[src/rtl/evm_id_pkg.sv]
// evm_id_pkg: shared state encoding and voter-request mode values for the EVM ID database.
package evm_id_pkg;
  typedef enum logic [2:0] {IDLE, AUTH, LOOKUP, GRANT, LOCKOUT} state_t;
  localparam logic MODE_ENROLL = 1'b0;
  localparam logic MODE_VOTE = 1'b1;
endpackage

[src/rtl/evm_id_table.sv]
// evm_id_table: voter ID array plus voted flags; one async read port, one write port, bulk voted clear.
module evm_id_table import evm_id_pkg::*; #(
  parameter int ID_W = 5,
  parameter int DEPTH = 16,
  parameter int ADDR_W = $clog2(DEPTH)
) (
  input  logic              clk,
  input  logic              reset,
  input  logic [ADDR_W-1:0] rd_addr,
  output logic [ID_W-1:0]   rd_id,
  output logic              rd_voted,
  input  logic              wr_en,
  input  logic [ADDR_W-1:0] wr_addr,
  input  logic [ID_W-1:0]   wr_id,
  input  logic              wr_voted,
  input  logic              clr_voted
);
  logic [ID_W-1:0] ids [DEPTH];
  logic [DEPTH-1:0] voted;
  assign rd_id = ids[rd_addr];
  assign rd_voted = voted[rd_addr];
  // IDs need no reset: slots at or above the enrolled count are never matched
  always_ff @(posedge clk) if (wr_en) ids[wr_addr] <= wr_id;
  always_ff @(posedge clk) begin
    if (reset || clr_voted) voted <= '0;
    else if (wr_en) voted[wr_addr] <= wr_voted;
  end
endmodule

[src/rtl/evm_id_database.sv]
// evm_id_database: officer-gated voter enrollment and vote authorization with a sequential table scan.
module evm_id_database import evm_id_pkg::*; #(
  parameter int ID_W = 5,
  parameter int DEPTH = 16,
  parameter int ADDR_W = $clog2(DEPTH),
  parameter logic [ID_W-1:0] OFFICER_ID = '1,
  parameter logic [ID_W-1:0] RESET_ID = 'h15,
  parameter int MAX_FAIL = 3
) (
  input  logic              clk,
  input  logic              reset,
  input  logic              mode,
  input  logic [ID_W-1:0]   officer_id,
  input  logic              officer_req,
  input  logic [ID_W-1:0]   voter_id,
  input  logic              voter_req,
  input  logic [ID_W-1:0]   reset_id,
  input  logic              reset_req,
  input  logic              vote_done,
  output logic              officer_id_status,
  output logic              result_valid,
  output logic              voter_id_status,
  output logic              reset_id_status,
  output logic [ID_W-1:0]   valid_voter,
  output logic [ADDR_W-1:0] valid_voter_address,
  output logic              write,
  output logic              busy,
  output logic              lockout,
  output logic [ADDR_W:0]   enrolled_count,
  output logic [ADDR_W:0]   voted_count
);
  localparam int FW = $clog2(MAX_FAIL + 1);
  localparam logic [ADDR_W:0] FULL = (ADDR_W+1)'(DEPTH);
  state_t state, state_n;
  logic [ID_W-1:0] id_q, rd_id;
  logic mode_q, primed, rd_voted, wr_en, wr_voted, clr_voted;
  logic [ADDR_W:0] idx;
  logic [ADDR_W-1:0] wr_addr;
  logic [FW-1:0] fail_cnt;
  logic officer_ok, reset_ok, hit, miss, done, grant, enroll_ok;
  assign officer_ok = officer_req && officer_id == OFFICER_ID;
  assign reset_ok = reset_req && reset_id == RESET_ID;
  // first LOOKUP cycle only arms the scan, so slot j is judged j+1 cycles after entry
  assign hit = state == LOOKUP && primed && idx < enrolled_count && rd_id == id_q;
  assign miss = state == LOOKUP && primed && idx == enrolled_count;
  assign done = hit || miss;
  assign grant = mode_q == MODE_VOTE && hit && !rd_voted;
  assign enroll_ok = mode_q == MODE_ENROLL && miss && enrolled_count < FULL;
  assign officer_id_status = state == AUTH || state == LOOKUP || state == GRANT;
  assign busy = state == LOOKUP || state == GRANT;
  assign lockout = state == LOCKOUT;
  assign valid_voter = state == GRANT ? id_q : '0;
  assign valid_voter_address = state == GRANT ? idx[ADDR_W-1:0] : '0;
  assign wr_addr = state == GRANT ? idx[ADDR_W-1:0] : enrolled_count[ADDR_W-1:0];
  evm_id_table #(.ID_W(ID_W), .DEPTH(DEPTH), .ADDR_W(ADDR_W)) u_table (
    .clk(clk), .reset(reset), .rd_addr(idx[ADDR_W-1:0]), .rd_id(rd_id), .rd_voted(rd_voted),
    .wr_en(wr_en), .wr_addr(wr_addr), .wr_id(id_q), .wr_voted(wr_voted), .clr_voted(clr_voted)
  );
  always_ff @(posedge clk) state <= reset ? IDLE : state_n;
  always_comb begin
    state_n = state;
    wr_en = 1'b0;
    wr_voted = 1'b0;
    clr_voted = 1'b0;
    case (state)
      IDLE: state_n = officer_ok ? AUTH : (officer_req && fail_cnt == FW'(MAX_FAIL - 1)) ? LOCKOUT : IDLE;
      AUTH: begin
        clr_voted = reset_ok;
        state_n = !reset_ok && voter_req ? LOOKUP : AUTH;
      end
      LOOKUP: begin
        wr_en = enroll_ok;
        state_n = grant ? GRANT : done ? AUTH : LOOKUP;
      end
      GRANT: begin
        wr_en = vote_done;
        wr_voted = vote_done;
        state_n = vote_done ? AUTH : GRANT;
      end
      default: state_n = state;
    endcase
  end
  always_ff @(posedge clk) begin
    if (reset) begin
      id_q <= '0;
      mode_q <= 1'b0;
      idx <= '0;
      primed <= 1'b0;
      fail_cnt <= '0;
      result_valid <= 1'b0;
      voter_id_status <= 1'b0;
      reset_id_status <= 1'b0;
      write <= 1'b0;
      enrolled_count <= '0;
      voted_count <= '0;
    end else begin
      result_valid <= done;
      voter_id_status <= grant || enroll_ok;
      reset_id_status <= clr_voted;
      write <= wr_en;
      if (state == IDLE && officer_req) fail_cnt <= officer_ok ? '0 : fail_cnt + 1'b1;
      if (state == AUTH && voter_req && !reset_ok) begin
        id_q <= voter_id;
        mode_q <= mode;
        idx <= '0;
        primed <= 1'b0;
      end
      if (state == LOOKUP && !done) begin
        primed <= 1'b1;
        if (primed) idx <= idx + 1'b1;
      end
      if (wr_en && !wr_voted) enrolled_count <= enrolled_count + 1'b1;
      if (clr_voted) voted_count <= '0;
      else if (wr_en && wr_voted) voted_count <= voted_count + 1'b1;
    end
  end
endmodule

[config.mk]
export PLATFORM = sky130hd
export DESIGN_NAME = evm_id_database
export DESIGN_NICKNAME = d
export VERILOG_FILES = /design/src/rtl/evm_id_pkg.sv /design/src/rtl/evm_id_table.sv /design/src/rtl/evm_id_database.sv
export SDC_FILE = /design/constraint.sdc
export NUM_CORES = 1
export LEC_CHECK = 0
export CAP_MARGIN = 30
export CORE_MARGIN = 3
export CORE_UTILIZATION = 50
export DETAILED_ROUTE_END_ITERATION = 8
export PLACE_DENSITY_LB_ADDON = 0.12
export REMOVE_ABC_BUFFERS = 1
export SYNTH_ARGS = -nofsm -noshare
export SYNTH_HDL_FRONTEND = slang
export SYNTH_HIERARCHICAL = 1
export SYNTH_SLANG_ARGS = --single-unit
[constraint.sdc]
create_clock -name clk -period 3.6 [get_ports clk]
set_clock_uncertainty 0.15 [all_clocks]
set_input_delay 0.72 -clock clk [delete_from_list [all_inputs] [get_ports clk]]
set_output_delay 0.72 -clock clk [all_outputs]
set_load 0.05 [all_outputs]
* Word level (Yosys, flattened, before mapping)
Memory sizes are Yosys's and may differ from the RTL's. A register that Yosys moved wholly into a read port is not among the register bits. Index checks and enable logic that the tools add are counted.
Storage, ports and cells: output and inout port bits 26, bits in writable memories 80, memories 1, register bits after elaboration 47
Operators by class: muxes and demuxes 27, equality and inequality tests 9, order comparisons 5, reduce and logical (&&, ||, !) cells 33, add/subtract/negate cells 4, bitwise logic cells 1
Memory list:
- u_table.ids | words 16, bits a word 5, rd ports 1, clocked after Yosys merged registers in 1, wr ports 1, line evm_id_table.sv:18 | logic [ID_W-1:0] ids [DEPTH];
Operators with widths (number):
- $mux W5 | 4
- $logic_and A1 B1 Y1 | 19
- $bwmux W16 | 1
- $add A5 B1 Y5 const B | 3
- $mux W4 | 3
- $pmux W3 S4 | 1
- $eq A5 B5 Y1 | 2
- $eq A5 B5 Y1 const B | 2
- $lt A4 B5 Y1 const B | 2
- $mux W2 | 5
- $mux W1 | 8
- $eq A3 B2 Y1 const B | 2
- $logic_or A1 B1 Y1 | 6
- $mux W3 | 2
- $lt A5 B5 Y1 | 1
- $lt A5 B5 Y1 const B | 1
- $bmux W1 S4 | 1
- $demux W1 S4 | 1
- $ge A4 B1 Y1 const B | 1
- $logic_not A1 Y1 | 4
- $reduce_bool A4 Y1 | 1
- $eq A3 B1 Y1 const B | 1
- $eq A3 B3 Y1 const B | 1
- $logic_not A3 Y1 | 1
- 6 further kinds | 6

* Longest topological paths before layout
Gate-level depths: netlist of run 1.
word-level depth 9, depth in mapped cells 10, depth with buffers taken out 9

* By module
The synthesis of run 1 kept the hierarchy.
By module, submodules not included:
- evm_id_table | cells an instance 237, area an instance 3953.8 sq um, seq. area each 2722.6 sq um, times used 1
- evm_id_database | cells an instance 198, area an instance 1726.7 sq um, seq. area each 620.6 sq um, times used 1

* Least setup slack after synthesis of run 1
OpenSTA, ideal clock, no wires.
path type reg2reg, from register enrolled_count[2], to memory u_table.ids[4][0], enable pin, required time 3.111 ns, stages on the path, launching flop included 10, path slack 0.528 ns, arrival 2.582 ns, setup time 0.339 ns, cells stage by stage dfxtp_1 > inv_1 > ha_1 > nand3_1 > nor3_4 > nand2_4 > nand2_1 > or3b_2 > clkbuf_1 > nor2_1
Between the ends: word-level cells in the longest chain between the ends 7, elaborated cells between the ends (all ways) 9, those cells by class order compare (1); eq/ne (1); mux (4); reduce/logical (3)
RTL lines:
- start: declaration | line evm_id_database.sv:29 | output logic [ADDR_W:0] enrolled_count,
- start signal: assignment | line evm_id_database.sv:112 | if (wr_en && !wr_voted) enrolled_count <= enrolled_count + 1'b1;
- branches (longest 3 deep; another with $lt A5 B5 Y1)
- $logic_and A1 B1 Y1 * | line evm_id_database.sv:48 | assign enroll_ok = mode_q == MODE_ENROLL && miss && enrolled_count < FULL;
- $pmux W1 S2 * | line evm_id_database.sv:65 | case (state)
- named net wr_en | line evm_id_database.sv:36 | logic mode_q, primed, rd_voted, wr_en, wr_voted, clr_voted;
- $mux W1 * | line evm_id_table.sv:23 | always_ff @(posedge clk) if (wr_en) ids[wr_addr] <= wr_id;
- $mux W1 (not written as such) * | line evm_id_table.sv:23
- end: declaration | line evm_id_table.sv:18
Mark *: on every way through the listed nets, which the timed path passes.

* Final worst setup path of run 1
from register state[0], to output port valid_voter_address[2]
Between the ends: word-level cells in the longest chain between the ends 2
RTL lines:
- start: declaration | line evm_id_database.sv:34 | state_t state, state_n;
- start signal: assignment | line evm_id_database.sv:59 | always_ff @(posedge clk) state <= reset ? IDLE : state_n;
- $eq A3 B2 Y1 | line evm_id_database.sv:53 | assign valid_voter_address = state == GRANT ? idx[ADDR_W-1:0] : '0;
- $mux W4 | line evm_id_database.sv:53
- end: declaration | line evm_id_database.sv:25 | output logic [ADDR_W-1:0] valid_voter_address,
No other way between the ends.

==> metrics.md, run 1 <==
| Metric | Value |
|---|---|
| CORE AREA | 11000 um2 |
| Clk buf depth | 2 |
| Final Hold Violating Endpoints | 0 |
| CP max FO | 14 |
| DRT Wirelength | 12.0 mm |
| Yosys reg bits | 127 |
| First-pass DRT Iterations | 5 |
| CP endpoint kind | output port |
| Ys async rst share | 0 |
| Worst Reg-to-Reg Cells | 9 |
| Post-Syn Area per Cell | 13.1 um2 |
| Final setup fails | 0 |
| TritonCTS buffer count | 17 |
| CP peak stage delay | 0.84 ns |
| Largest family of logic cells by synthesized area | simple AND/OR/NAND/NOR gates |
| IO Pins | 48 |
| Total number of vias | 3731 |
| Top FF cell, synth | edfxtp_1 |
| Crit-path leading delay family | buffers and inverters |
| GRT busiest layer | met2 |
| Pins over their slew limit | 0 |
| Fin crit share | 0.898 |
| Diodes inserted | 0 |
| Synth unique cells | 52 |
| M1 GR Usage | 0.275 |
| Hold EP | u_table/ids[12][0] |
| Critical path launch point type | flop |
| Clock Latency Late Sink | 0.42 ns |
| Post-synth EDFFs | 80 |
| Port Buffers | 47 |
| Hold Path Class | flop to flop |
| Synth Instances | 435 |
| Synth Area in Adders | 0.0198 |
| Status | complete, no violations |
| Cell internal pwr | 0.00265 W |
| Fmax | 0.309 GHz |
| Net Sw Frac | 0.196 |
| Global-route wire length before repair | 19.5 mm |
| Die area | 12700 um2 |
| Mapped Area | 5680 um2 |
| Vias in the first global route | 3570 |
| Layout fillers | 832 |
| Post-CTS setup buffer count | 0 |
| Gates resized, CTS repair | 0 |
| Sinks on the clock net | 127 |
| # rows | 38 |
| Chip Height | 113 um |
| R2r setup slk | 0.50 ns |
| Ys Warns | 6 |
| Remaining Overflow, GRT | 0 |
| Simple-Gate Fraction of Synth Area | 0.137 |
| CP max-delay cell | clkdlybuf4s50_1 |
| Average via count per standard cell | 5.83 |
| Total track usage | 0.201 |
| P_leak | 2.28 nW |
| Effective utilization at floorplan | 0.517 |
| Iter 0 DRT Violations | 280 |
| Pwr Total | 0.00329 W |
| Seq/Total Area, Yosys | 0.589 |
| Initial antenna violation count | 0 |
| GP Congestion | 0.818 |
| CTS Hold Bufs | 0 |
| CP arrival | 2.36 ns |
| Layout cells sized above 1 | 0.124 |
| Reg-to-Reg Start | idx[0] |
| CTS tree | yes |
| Clock Pin Slew Worst Setup and Hold Paths | 0.06 ns |
| Fin crit period | 3.23 ns |
| Setup tns final | 0 ns |
| Relative slew slack | 0.435 |
| Routed wire length per instance | 18.7 um |
| Max Cap Violations | 0 |
| RSZ-0062 raised after global routing | false |
| Buf/Inv on CP | 1 |
| Final HPWL DP | 8.09 mm |
| CP required | 2.73 ns |
| Peak VDD IR | 0.000461 V |
| CTS H-tree depth | 4 |
| Largest net degree at the start of global routing | 30 |
| Setup CP Type | flop to output port |
| DRC | 0 |
| Cells along the critical path | and3b_2, and2_1, clkdlybuf4s50_1 |
| Sequential Power Share | 0.467 |
| GRT met3 Usage | 0.0588 |
| Layout Nets | 519 |
| Post-synthesis mux area share | 0.119 |
| Die width | 113 um |
| PD cells | 480 nW/um2 |
| Comb power frac | 0.016 |
| Antenna Nets Post-Route | 0 |
| P_sw | 0.000646 W |
| XOR/XNOR Fraction of Synth Area | 0.0185 |
| Worst slew pin tran | 0.846 ns |
| Area grow syn2layout | 20.7% |
| Met2 GRT Util | 0.312 |
| Worst hold path depth | 0 |
| Hold path start | id_q[0] |
| Clock share of power | 0.517 |
| Capturing point of the worst reg2reg path | idx[2] |
| Clk root buf | clkbuf_16 |
| Synth Area in Compound Gates | 0.0874 |
[worst register-to-register path, delay by kind of cell (launching register included)]
| family | cells | cell delay (ns) |
|---|---|---|
| AO/OA/AOI/OAI | 3 | 0.47 |
| AND/OR/NAND/NOR | 3 | 0.77 |
| XOR/XNOR | 1 | 0.20 |
| buffers and inverters | 1 | 0.43 |
| multiplexers | 1 | 0.64 |
| flip-flops | 1 | 0.32 |
[per-stage QoR]
step | std cells | setup WS (ns) | hold WS [ns] | instance area [um2] | util
after floorplan | 413 | 0.173 | 0.299 | 5550 | -
after global placement | 609 | 0.542 | 0.307 | 6260 | 0.570
after detailed placement | 609 | 0.531 | 0.307 | 6260 | 0.570
after CTS | 640 | 0.340 | 0.324 | 6860 | 0.624
after global routing | 640 | 0.232 | 0.329 | 6860 | 0.624
final | 640 | 0.368 | 0.318 | 6860 | 0.624
[metal layers]
layer / part of all wire / vias to the layer above / wire [um]
met4: 0.010 / 0 / 121
li1: - / 1773 / -
met3: 0.052 / 11 / 624
met1: 0.45 / 1838 / 5410
met5: 0 / - / 0
met2: 0.49 / 109 / 5820
[cell usage in the layout, fill, tap and decap left out, types with 3 or more instances in the layout]
cell type | Yosys | layout
xor2_1 | 6 | 6
o21ai_0 | 19 | 19
nand3_1 | 23 | 23
nand4_1 | 7 | 7
bufinv_16 | 0 | 3
nand2b_1 | 4 | 4
nand3b_1 | 3 | 3
o211ai_1 | 8 | 8
nand2_1 | 17 | 17
edfxtp_1 | 80 | 80
buf_4 | 2 | 9
mux4_2 | 10 | 10
mux4_1 | 14 | 14
clkdlybuf4s50_1 | 0 | 47
ha_1 | 9 | 9
mux2i_1 | 7 | 7
nor2b_1 | 6 | 6
and2_1 | 11 | 11
nor2_1 | 46 | 46
dfxtp_1 | 47 | 47
a21oi_1 | 34 | 34
clkinv_2 | 0 | 3
clkinv_4 | 0 | 3
a22oi_1 | 13 | 13
clkbuf_16 | 0 | 17
o21bai_1 | 3 | 3
xnor2_1 | 6 | 6
inv_1 | 10 | 10
clkinvlp_4 | 0 | 3
[worst max path at each step]
stage          startpoint                     end  slack (ns)  cells past startpoint
3_5_place_dp       idx[0]                  idx[2]        0.53                      9
5_1_grt          state[0]  valid_voter_address[3]        0.23                      3
4_1_cts          state[0]  valid_voter_address[2]        0.34                      3
2_1_floorplan      idx[0]       u_table/ids[4][0]        0.17                      8
3_3_place_gp       idx[0]                  idx[2]        0.54                      9
6_report         state[0]  valid_voter_address[2]        0.37                      3
[kinds of logic (layout without fill, tap and decap cells)]
logic type / after synthesis / count (layout)
AND/OR/NAND/NOR: 140 / 140
adder cells (fa/ha/maj): 9 / 9
XOR/XNOR: 12 / 12
flip-flops: 127 / 127
buffers and inverters: 33 / 98
multiplexers: 32 / 32
AO/OA/AOI/OAI: 82 / 82
[synthesized netlist by cell type, drive strengths merged, types with 4 or more instances]
library cell / count / share of area
xor2: 6 / 0.0093
mux4: 24 / 0.10
ha: 9 / 0.020
nand2: 18 / 0.013
buf: 9 / 0.015
a22oi: 13 / 0.017
inv: 11 / 0.0073
edfxtp: 80 / 0.42
a21oi: 34 / 0.030
clkbuf: 13 / 0.0086
o211ai: 8 / 0.011
nand2b: 4 / 0.0044
nand3: 23 / 0.020
nor2b: 6 / 0.0066
nand4: 7 / 0.0077
o21ai: 19 / 0.017
dfxtp: 47 / 0.17
xnor2: 6 / 0.0093
nor2: 46 / 0.030
and2: 11 / 0.012
mux2i: 7 / 0.012
[registers in the layout, summed over array words and instances, names as in the netlist, 2 cells and up]
signal / flops
id_q: 5
fail_cnt: 2
state: 3
u_table/voted: 16
u_table/ids: 80
enrolled_count: 5
voted_count: 5
idx: 5
[power groups by stage]
stage / Clock [W] / Sequential (W) / Combinational [W]
after detailed placement: 0 / 0.00157 / 0.0000522
final: 0.00170 / 0.00154 / 0.0000518
after global placement: 0 / 0.00157 / 0.0000514
after floorplan: 0 / 0.00157 / 0.0000170
after CTS: 0.00174 / 0.00154 / 0.0000524
after global routing: 0.00180 / 0.00154 / 0.0000574
[layout make-up]
class                   instances  area, um2  share of cell area
flip-flops and latches        127       3340               0.488
multi-input cells             275       2160               0.316
repair buffers                 56        538              0.0785
clock buffers                  17        425              0.0620
well taps                     140        175              0.0255
clock inverters                14        169              0.0246
inverters                      11       41.3             0.00602
Power figures use the tool's default switching activity.
==> inputs of run 2 (changes only) <==
- CELL_PAD_IN_SITES_DETAIL_PLACEMENT: not set -> 1
- CELL_PAD_IN_SITES_GLOBAL_PLACEMENT: not set -> 2
- CORE_UTILIZATION: 50 -> 40
==> run 2 against run 1 <==
Effect of this change: critical path depth stayed put; highest routed layer unchanged; hold slack better by 0.0072 ns; global-route usage is 0.97 points lower; combinational power is 4.6% higher; sequential power hardly changed; total power is 3.7% higher; sequential share of layout area is 1.1 points lower; routed wire length is 20% higher; first-iteration DRC count is 11% lower; critical endpoint is now valid_voter_address[3].
==> metrics.md, run 2 (synthesis gave the netlist of run 1 again) <==
| Metric | Value |
|---|---|
| Slack of the critical path | 0.247 ns (-0.121 ns) |
| Storage element area | 3340 um2 (unchanged) |
| CP required | 2.73 ns (about the same) |
| Gates resized, CTS repair | 0 (unchanged) |
| CP endpoint kind | output port |
| Cells along the critical path | and3b_2, and2_1, clkdlybuf4s50_1 |
| Top Registers | u_table/ids (80), u_table/voted (16) |
| Pwr Total | 0.00341 W (+3.7%) |
| Effective utilization at floorplan | 0.419 (-0.0982) |
| CORE AREA | 13600 um2 (+23%) |
| Net Sw Frac | 0.216 (+0.0198) |
| Area of the multi-input gates | 2160 um2 (unchanged) |
| Clk root buf | clkbuf_16 |
| Worst slew pin tran | 0.706 ns (-0.140 ns) |
| Peak VDD IR | 0.000325 V (-29%) |
| Final HPWL DP | 9.76 mm (+21%) |
| TritonCTS buffer count | 17 (unchanged) |
| P_leak | 2.37 nW (+3.7%) |
| Fin crit share | 0.931 (+0.0335) |
| Post-Place Cell Area | 6400 um2 (+2.2%) |
| DRT Wirelength | 14.3 mm (+20%) |
| Layout fillers | 1365 (+64%) |
| DRC | 0 (unchanged) |
| R2r setup slk | 0.49 ns (about the same) |
| Fin area | 7020 um2 (+2.4%) |
| CP max FO | 14 (unchanged) |
| Critical path launch point type | flop |
| Sequential Power Share | 0.450 (-0.017) |
| Setup CP Type | flop to output port |
| Most common cell after layout, fill and taps aside | edfxtp_1 |
| Vias in the first global route | 3949 (+11%) |
| Hold Path Class | flop to flop |
| RSZ-0062 raised after global routing | false |
| P_sw | 0.000737 W (+14%) |
| Final setup fails | 0 (unchanged) |
| Largest net degree at the start of global routing | 29 (-3.3%) |
| Max FFs per register | 80 (unchanged) |
| Sinks on the clock net | 127 (unchanged) |
| CP peak stage delay | 0.82 ns (-0.02 ns) |
| Die area | 15700 um2 (+24%) |
| Relative slew slack | 0.528 (+0.0934) |
| CP max-delay cell | clkdlybuf4s50_1 |
| CTS tree | yes |
| Clock Pin Slew Worst Setup and Hold Paths | 0.06 ns (about the same) |
| Chip Height | 125 um (+11%) |
| CP arrival | 2.48 ns (+0.12 ns) |
| First-pass DRT Iterations | 4 (-1) |
| Largest Register | u_table/ids |
| Iter 0 DRT Violations | 250 (-11%) |
| Die width | 125 um (+11%) |
| Layout cells sized above 1 | 0.148 (+0.0241) |
| Diodes inserted | 0 (unchanged) |
| Status | complete, no violations |
| Max Cap Violations | 0 (unchanged) |
| Cell internal pwr | 0.00268 W (+1.1%) |
| Global-route wire length before repair | 23.0 mm (+18%) |
| Pins over their slew limit | 0 (unchanged) |
| Clock Latency Late Sink | 0.43 ns (about the same) |
| Commonest non-fill, non-tap cells in the layout | edfxtp_1, dfxtp_1, clkdlybuf4s50_1, nor2_1, a21oi_1 |
| Post-CTS setup buffer count | 0 (unchanged) |
| Fmax | 0.298 GHz (-3.6%) |
| Antenna Nets Post-Route | 0 (unchanged) |
| Routed wire length per instance | 20.8 um (+11%) |
| Area grow syn2layout | 23.6% |
| Initial antenna violation count | 0 (unchanged) |
| Setup tns final | 0 ns (unchanged) |
| GP Congestion | 0.805 (-1.6%) |
| Port Buffers | 47 (unchanged) |
| Remaining Overflow, GRT | 0 (unchanged) |
| # rows | 42 (+11%) |
| Setup WS pre-CTS | 0.491 ns (-0.0405 ns) |
| PD cells | 486 nW/um2 (+1.2%) |
| Total track usage | 0.191 (-0.00965) |
| Layout Nets | 531 (+2.3%) |
| Comb power frac | 0.016 (about the same) |
| Clk buf depth | 2 (unchanged) |
| Total number of vias | 3814 (+2.2%) |
| Clock share of power | 0.534 (+0.017) |
| Final Core Density | 0.518 (-0.106) |
| IO Pins | 48 (unchanged) |
| Average via count per standard cell | 5.54 (-5.0%) |
| Fin crit period | 3.35 ns (+0.121 ns) |
| CTS H-tree depth | 4 (unchanged) |
| Final Hold Violating Endpoints | 0 (unchanged) |
| CTS Hold Bufs | 0 (unchanged) |
-- run 2: power groups by stage --
stage                      logic, W  registers [W]  clock network (W)
after CTS                 0.0000550        0.00154            0.00185
after detailed placement  0.0000547        0.00157                  0
final                     0.0000542        0.00154            0.00182
after global placement    0.0000535        0.00157                  0
after floorplan           0.0000170        0.00157                  0
after global routing      0.0000590        0.00154            0.00192
-- run 2: layout make-up --
cell class | instances | share of cell area
Clock buffer | 17 | 0.0606
Clock inverter | 15 | 0.0282
Inverter | 11 | 0.00588
Multi-Input combinational cell | 275 | 0.308
Sequential cell | 127 | 0.476
Tap cell | 176 | 0.0314
Timing Repair Buffer | 68 | 0.0895
-- run 2: final timing paths --
kind	depth (start not counted)	endpoint	from
max reg2reg	9	idx[3]	idx[0]
min reg2reg	2	u_table/voted[14]	u_table/voted[14]
min	2	u_table/voted[14]	u_table/voted[14]
max	3	valid_voter_address[3]	state[0]
-- run 2: worst max-delay path: cells and delay by family (launching register included) --
| family | cells | cell delay [ns] |
|---|---|---|
| AND/OR/NAND/NOR | 2 | 0.69 |
| buffers and inverters | 1 | 0.82 |
| flip-flops | 1 | 0.55 |
-- run 2: stage by stage --
stage	hold slack, ns	std cells
finish	0.325	689
global route	0.350	689
CTS	0.335	689
detailed placement	0.326	657
global placement	0.314	657
floorplan	0.299	413
-- run 2: layer usage --
layer | vias up | routed length [um] | GRT usage
li1 | 1789 | - | -
met1 | 1931 | 6540 | 0.262
met2 | 78 | 7040 | 0.300
met3 | 16 | 540 | 0.0431
met4 | 0 | 228 | 0.0708
met5 | - | 0 | 0
